$ cat src/rtl/mmio_display_port.sv
// Memory-mapped front-panel peripheral: multiplexed seven-segment display driven
// from a per-frame snapshot, plus debounced buttons with clear-on-read press flags.
module mmio_display_port #(
    parameter int unsigned       ADDR_W      = 12,
    parameter logic [ADDR_W-1:0] BASE_ADDR   = 12'd96,
    parameter int unsigned       DIGITS      = 4,
    parameter int unsigned       BTNS        = 2,
    parameter int unsigned       REFRESH_DIV = 50000,
    parameter int unsigned       DEBOUNCE    = 1000
) (
    input  logic              clk,
    input  logic              res,
    input  logic              sel,
    input  logic              ld,
    input  logic [ADDR_W-1:0] addr,
    input  logic [15:0]       data_in,
    output logic [15:0]       data_out,
    output logic              hit,
    input  logic [BTNS-1:0]   btn_n,
    output logic [DIGITS-1:0] dig,
    output logic [7:0]        seg
);

    localparam int unsigned RW = $clog2(REFRESH_DIV);
    localparam int unsigned DW = $clog2(DEBOUNCE + 1);
    localparam logic [31:0] NIB_MASK =
        (DIGITS >= 8) ? 32'hFFFF_FFFF : ((32'd1 << (4 * DIGITS)) - 32'd1);
    localparam logic [15:0] CTRL_MASK = 16'hFF03;

    function automatic logic [6:0] hex7seg(input logic [3:0] n);
        hex7seg = 7'h00;
        case (n)
            4'h0: hex7seg = 7'h3F;
            4'h1: hex7seg = 7'h06;
            4'h2: hex7seg = 7'h5B;
            4'h3: hex7seg = 7'h4F;
            4'h4: hex7seg = 7'h66;
            4'h5: hex7seg = 7'h6D;
            4'h6: hex7seg = 7'h7D;
            4'h7: hex7seg = 7'h07;
            4'h8: hex7seg = 7'h7F;
            4'h9: hex7seg = 7'h6F;
            4'hA: hex7seg = 7'h77;
            4'hB: hex7seg = 7'h7C;
            4'hC: hex7seg = 7'h39;
            4'hD: hex7seg = 7'h5E;
            4'hE: hex7seg = 7'h79;
            4'hF: hex7seg = 7'h71;
            default: hex7seg = 7'h00;
        endcase
    endfunction

    // ---------------- bus decode ----------------
    logic [ADDR_W-1:0] offset;
    logic [2:0]        reg_sel;
    logic              wr, rd, rd_edge;

    // Modular subtraction makes addresses below BASE_ADDR wrap high and miss.
    assign offset  = addr - BASE_ADDR;
    assign hit     = (offset < ADDR_W'(5));
    assign reg_sel = offset[2:0];
    assign wr      = sel && !ld && hit;
    assign rd      = sel && ld && hit;
    assign rd_edge = rd && (reg_sel == 3'd4);

    logic [15:0] disp_lo, disp_hi, ctrl_q;

    // NOTE: state is only ever assigned with <= in always_ff so every reader sees pre-edge values.
    always_ff @(posedge clk) begin
        if (res) begin
            disp_lo <= '0;
            disp_hi <= '0;
            ctrl_q  <= 16'h0001;
        end else if (wr) begin
            case (reg_sel)
                3'd0:    disp_lo <= data_in;
                3'd1:    disp_hi <= data_in;
                3'd2:    ctrl_q  <= data_in & CTRL_MASK;
                default: ;
            endcase
        end
    end

    // ---------------- buttons ----------------
    logic [BTNS-1:0] sync1, sync2, lvl, flags, flip;
    logic [DW-1:0]   deb_cnt [BTNS];

    always_comb begin
        for (int k = 0; k < BTNS; k++) begin
            flip[k] = (sync2[k] != lvl[k]) && (deb_cnt[k] == DW'(DEBOUNCE - 1));
        end
    end

    // Inversion happens at the first flop so a cleared synchroniser means "released".
    always_ff @(posedge clk) begin
        if (res) begin
            sync1 <= '0;
            sync2 <= '0;
            lvl   <= '0;
            flags <= '0;
            // NOTE: the counter array is reset element by element; it is real state, not RAM.
            for (int k = 0; k < BTNS; k++) deb_cnt[k] <= '0;
        end else begin
            sync1 <= ~btn_n;
            sync2 <= sync1;
            lvl   <= lvl ^ flip;
            flags <= (rd_edge ? '0 : flags) | (flip & ~lvl);
            for (int k = 0; k < BTNS; k++) begin
                if (sync2[k] == lvl[k] || flip[k]) deb_cnt[k] <= '0;
                else                               deb_cnt[k] <= deb_cnt[k] + DW'(1);
            end
        end
    end

    // ---------------- read path ----------------
    logic [15:0] rd_data;

    always_comb begin
        rd_data = '0;
        case (reg_sel)
            3'd0:    rd_data = disp_lo;
            3'd1:    rd_data = disp_hi;
            3'd2:    rd_data = ctrl_q;
            3'd3:    rd_data = 16'(lvl);
            3'd4:    rd_data = 16'(flags);
            default: rd_data = '0;
        endcase
    end

    always_ff @(posedge clk) begin
        if (res) data_out <= '0;
        else     data_out <= rd ? rd_data : '0;
    end

    // ---------------- display ----------------
    logic [RW-1:0] ref_cnt;
    logic [2:0]    idx;
    logic          tick, frame_start;
    logic [31:0]   snap_word, src_word, lz_word;
    logic [7:0]    snap_dp, src_dp;
    logic          snap_en, snap_lzb, src_en, src_lzb;

    // idx is the digit lit by the coming tick; the tick lighting digit 0 starts a frame.
    assign tick        = (ref_cnt == RW'(REFRESH_DIV - 1));
    assign frame_start = tick && (idx == 3'd0);

    logic [3:0]        cur_nib;
    logic              blank;
    logic [DIGITS-1:0] dig_nxt;
    logic [7:0]        seg_nxt;

    // NOTE: every always_comb output gets a default first so no path infers a latch.
    always_comb begin
        src_word = snap_word;
        src_dp   = snap_dp;
        src_en   = snap_en;
        src_lzb  = snap_lzb;
        // The frame-start digit is built from the values being captured on that same tick.
        if (frame_start) begin
            src_word = {disp_hi, disp_lo};
            src_dp   = ctrl_q[15:8];
            src_en   = ctrl_q[0];
            src_lzb  = ctrl_q[1];
        end
        cur_nib = src_word[{idx, 2'b00} +: 4];
        lz_word = (src_word & NIB_MASK) >> {idx, 2'b00};
        blank   = src_lzb && (idx != 3'd0) && (lz_word == 32'd0);
        dig_nxt = '1;
        seg_nxt = 8'hFF;
        if (src_en) begin
            dig_nxt = ~(DIGITS'(1) << idx);
            if (!blank) seg_nxt = {~src_dp[idx], ~hex7seg(cur_nib)};
        end
    end

    always_ff @(posedge clk) begin
        if (res) begin
            ref_cnt   <= '0;
            idx       <= '0;
            snap_word <= '0;
            snap_dp   <= '0;
            snap_en   <= 1'b1;
            snap_lzb  <= 1'b0;
            dig       <= '1;
            seg       <= 8'hFF;
        end else begin
            ref_cnt <= tick ? '0 : ref_cnt + RW'(1);
            if (tick) begin
                idx <= (idx == 3'(DIGITS - 1)) ? 3'd0 : idx + 3'd1;
                dig <= dig_nxt;
                seg <= seg_nxt;
                if (frame_start) begin
                    snap_word <= src_word;
                    snap_dp   <= src_dp;
                    snap_en   <= src_en;
                    snap_lzb  <= src_lzb;
                end
            end
        end
    end

endmodule

$ cat config.mk
export PLATFORM = sky130hd
export DESIGN_NAME = mmio_display_port
export DESIGN_NICKNAME = d
export VERILOG_FILES = /design/src/rtl/mmio_display_port.sv
export SDC_FILE = /design/constraint.sdc
export NUM_CORES = 1
export LEC_CHECK = 0
export CORE_ASPECT_RATIO = 2
export CORE_MARGIN = 1
export CORE_UTILIZATION = 40
export CTS_BUF_LIST = sky130_fd_sc_hd__clkbuf_16
export CTS_CLUSTER_DIAMETER = 50
export DETAILED_ROUTE_END_ITERATION = 12
export GPL_TIMING_DRIVEN = 0
export SYNTH_ARGS = -nofsm -noshare
export SYNTH_HDL_FRONTEND = slang
export SYNTH_SLANG_ARGS = --single-unit
$ cat constraint.sdc
create_clock -name clk -period 3.9 [get_ports clk]
set_input_delay 0.585 -clock clk [delete_from_list [all_inputs] [get_ports clk]]
set_output_delay 0.585 -clock clk [all_outputs]
set_load 0.02 [all_outputs]
==> reports/summary.json <==
{
  "status": {"value": "finished, final reports clean"},
  "insertedDiodeCount": {"value": 0},
  "timing.setup.tns": {"value": 0, "unit": "ns"},
  "timing.final.crit_period": {"value": 3.73, "unit": "ns"},
  "finalMaxSlewViolations": {"value": 0},
  "totalPowerFinal": {"value": 3520, "unit": "uW"},
  "ys_dominant_reg_cell": {"value": "sky130_fd_sc_hd__dfxtp_1"},
  "root_buffer": {"value": "sky130_fd_sc_hd__clkbuf_16"},
  "floorplan.initialDensity": {"value": 0.408},
  "clk-insertion-delay-late": {"value": 0.43, "unit": "ns"},
  "first_global_vias": {"value": 5799},
  "pwr-share-seq": {"value": 0.478},
  "worst-setup-path-type": {"value": "flip-flop to flip-flop"},
  "power.switching": {"value": 739, "unit": "uW"},
  "std_cell_rows": {"value": 69},
  "die_height": {"value": 193, "unit": "um"},
  "path_buf_inv": {"value": 5},
  "whs_path_depth": {"value": 1},
  "worst_ep_arrival_time": {"value": 4.01, "unit": "ns"},
  "syn_inst": {"value": 730},
  "fin_hold_ws": {"value": 0.455, "unit": "ns"},
  "layoutNonFillerInstCount": {"value": 1055},
  "synth-seq-cells": {"value": 159},
  "final_layout_size_suffix_gt1_frac": {"value": 0.0867},
  "worst_r2r_path_depth": {"value": 14},
  "maxSlewHeadroom": {"value": 0.415},
  "placement.cell_area": {"value": 8220, "unit": "um2"},
  "drt_iter0_drc": {"value": 288},
  "antenna_found_initial": {"value": 0},
  "detail-route-antenna-nets": {"value": 0},
  "clkPwrFrac": {"value": 0.486},
  "grt_use_total": {"value": 0.211},
  "hold_violations": {"value": 0},
  "layout_area_growth_over_synthesis": {"value": 21.8, "unit": "%"},
  "critPathMaxStageDelay": {"value": 0.49, "unit": "ns"},
  "timing.final.crit_share": {"value": 0.956},
  "synth_enable_flop_cells": {"value": 20},
  "clkSlewWorstSetupHoldPaths": {"value": 0.06, "unit": "ns"},
  "power.leakage": {"value": 0.00314, "unit": "uW"},
  "hold_path_class": {"value": "flip-flop to flip-flop"},
  "p_int": {"value": 2780, "unit": "uW"},
  "timing.critical_path.from_type": {"value": "flip-flop"},
  "worst_ep_required": {"value": 4.18, "unit": "ns"},
  "unrepaired_setup_endpoints_after_global_routing": {"value": "false"},
  "design.core.area": {"value": 17800, "unit": "um2"},
  "setup.worst_path.end_class": {"value": "flip-flop"},
  "grt_max_degree": {"value": 17},
  "critPathMaxFanout": {"value": 11},
  "first_pass_grt_wire_length": {"value": 30100, "unit": "um"},
  "finalWeightedCongestion": {"value": 0.928},
  "irDropWorstVdd": {"value": 0.000252, "unit": "V"},
  "grt_remaining_overflow": {"value": 0},
  "remaining_drc_errors": {"value": 0},
  "design.die.area": {"value": 18700, "unit": "um2"},
  "post_dr_vias_cell": {"value": 5.32},
  "final_common_cell": {"value": "sky130_fd_sc_hd__nor2_1"},
  "half_perimeter_wire_length_after_detailed_placement": {"value": 14400, "unit": "um"},
  "die_width": {"value": 97.3, "unit": "um"},
  "max-clock-path-buffers": {"value": 2},
  "buffer_ports.inserted": {"value": 62},
  "syn-mean-instance-area": {"value": 9.95, "unit": "um2"},
  "routedWlPerCell": {"value": 17.8, "unit": "um"},
  "placed_cells_incl_taps": {"value": 1024},
  "crit_path_max_delay_cell_type": {"value": "sky130_fd_sc_hd__mux4_2"},
  "tritoncts.num_buffers": {"value": 17},
  "nNetsFinal": {"value": 878},
  "worst-slew-pin-transition": {"value": 0.877, "unit": "ns"},
  "drt-total-wl": {"value": 18800, "unit": "um"},
  "first_pass_iteration_count_of_the_detailed_router": {"value": 5},
  "ctsHtreeMaxLevel": {"value": 4},
  "max_freq": {"value": 268, "unit": "MHz"},
  "critical_path.cell_chain": {"value": "buf_8 > clkinvlp_4 > buf_4 > ha_1 > nand2b_2 > nor2_4 > buf_12 > buf_12 > mux2i_1 > mux4_2 > mux2_4 > ha_1 > a221oi_1 > a21oi_1"},
  "async_flop_share": {"value": 0},
  "layout.cell_area.non_filler": {"value": 8840, "unit": "um2"},
  "skew": {"value": 0.0113, "unit": "ns"},
  "yosys_warnings": {"value": 0},
  "cts_tree": {"value": "built"},
  "switching_share": {"value": 0.210},
  "count_of_maximum_capacitance_violations": {"value": 0},
  "pwr-share-comb": {"value": 0.036},
  "critPathTopFamily": {"value": "multiplexers"},
  "most-common-layout-cells": {"value": "163 x sky130_fd_sc_hd__nor2_1, 138 x sky130_fd_sc_hd__dfxtp_1, 103 x sky130_fd_sc_hd__mux2i_1"},
  "synth_cell_types": {"value": 55},
  "synth_area": {"value": 7260, "unit": "um2"},
  "clock-sinks": {"value": 159},
  "num_vias": {"value": 5612},
  "r2r_setup_slack": {"value": 0.17, "unit": "ns"},
  "synth.yosys.seq_area_share": {"value": 0.466},
  "cp.depth": {"value": 14},
  "design.portCount": {"value": 63},
  "power-per-cell-area": {"value": 398, "unit": "nW/um2"},
  "report.final.setup_viol": {"value": 0}
}
power groups by stage:
stage	Combinational [uW]	Clock [uW]	Sequential, uW
final	126	1710	1680
after global routing	136	1820	1680
after CTS	126	1740	1680
after detailed placement	125	0	1720
after global placement	124	0	1720
after floorplan	57.1	0	1710
stage by stage:
step / utilization / setup slack [ns]
3_5_place_dp: 0.462 / -0.450
3_3_place_gp: 0.462 / -0.379
5_1_grt: 0.497 / 0.00741
2_1_floorplan: - / 0.422
6_report: 0.497 / 0.171
4_1_cts: 0.496 / 0.0264
flip-flops by register name (all words and copies together), names as in the netlist, named ones only:
name and flops:
snap_word 32, deb_cnt 20, data_out 16, disp_hi 16, disp_lo 16, ref_cnt 16, ctrl_q 10, seg 8
snap_dp 8, dig 4, idx 3, flags 2, sync1 2, sync2 2, snap_en 1, snap_lzb 1
synthesized netlist by cell type, drive strengths merged, types with 3 or more instances:
| cell type | instances | area [um2] |
|---|---|---|
| nand2b | 6 | 37.5 |
| clkbuf | 24 | 91.3 |
| nor3b | 4 | 30.0 |
| a21oi | 26 | 130 |
| or3 | 9 | 56.3 |
| edfxtp | 20 | 601 |
| xnor2 | 15 | 131 |
| nor2 | 164 | 623 |
| nand4 | 6 | 52.6 |
| ha | 14 | 175 |
| a22oi | 10 | 75.1 |
| nand2 | 31 | 116 |
| or4 | 4 | 30.0 |
| o21ai | 6 | 30.0 |
| a211oi | 6 | 45.0 |
| nor2b | 11 | 68.8 |
| and3 | 9 | 56.3 |
| a31oi | 3 | 18.8 |
| mux2 | 4 | 48.8 |
| mux2i | 103 | 1030 |
| or2 | 3 | 18.8 |
| mux4 | 15 | 345 |
| inv | 13 | 48.8 |
| nor3 | 12 | 65.1 |
| and2 | 8 | 50.1 |
| dfxtp | 139 | 2780 |
| buf | 15 | 97.6 |
| xor2 | 14 | 123 |
| nor4 | 5 | 31.3 |
| nand3 | 10 | 50.1 |
kinds of logic after synthesis:
kind of cell               synth area share
buffers and inverters                0.0327
DFF                                   0.466
muxes                                 0.196
and+or+nand+nor                       0.191
other                              0.000516
xor gates and xnor gates             0.0350
AOI/OAI and AO/OA                    0.0544
adders and majority gates            0.0241
area by class of cell:
| class | instances | area (um2) |
|---|---|---|
| sequential | 159 | 3380 |
| tap | 213 | 267 |
| clock buffer | 17 | 425 |
| inverter | 13 | 52.6 |
| timing repair buffer | 62 | 621 |
| fill | 1677 | 8940 |
| clock inverter | 14 | 176 |
| multi-input combinational | 538 | 3710 |
| buffer | 39 | 203 |
routing by layer:
metal  share of wire  track usage  wire, um  vias up
met3           0.030       0.0398       556       49
met1            0.36        0.198      6810     2721
met4           0.057        0.133      1070        0
met5               0            0         0        -
met2            0.55        0.411     10400      120
li1                -            -         -     2722
path summary, 6_finish.rpt:
| path | start | endpoint |
|---|---|---|
| worst min register to register | sync1[0]$_SDFF_PP0_ | sync2[0]$_SDFF_PP0_ |
| worst min-delay path | sync1[0]$_SDFF_PP0_ | sync2[0]$_SDFF_PP0_ |
| worst max-delay path | idx[0]$_SDFFE_PP0P_ | seg[1]$_SDFFE_PP1P_ |
| worst max register to register | idx[0]$_SDFFE_PP0P_ | seg[1]$_SDFFE_PP1P_ |
repair_timing:
action / in CTS / in global routing
setup endpoints to repair: 8 / 6
hold buffers: 0 / 0
endpoints found under the hold margin: 0 / 0
setup buffers: 0 / 0
resized for setup: 4 / 4
No activity file was read; power rests on OpenSTA's default activity.
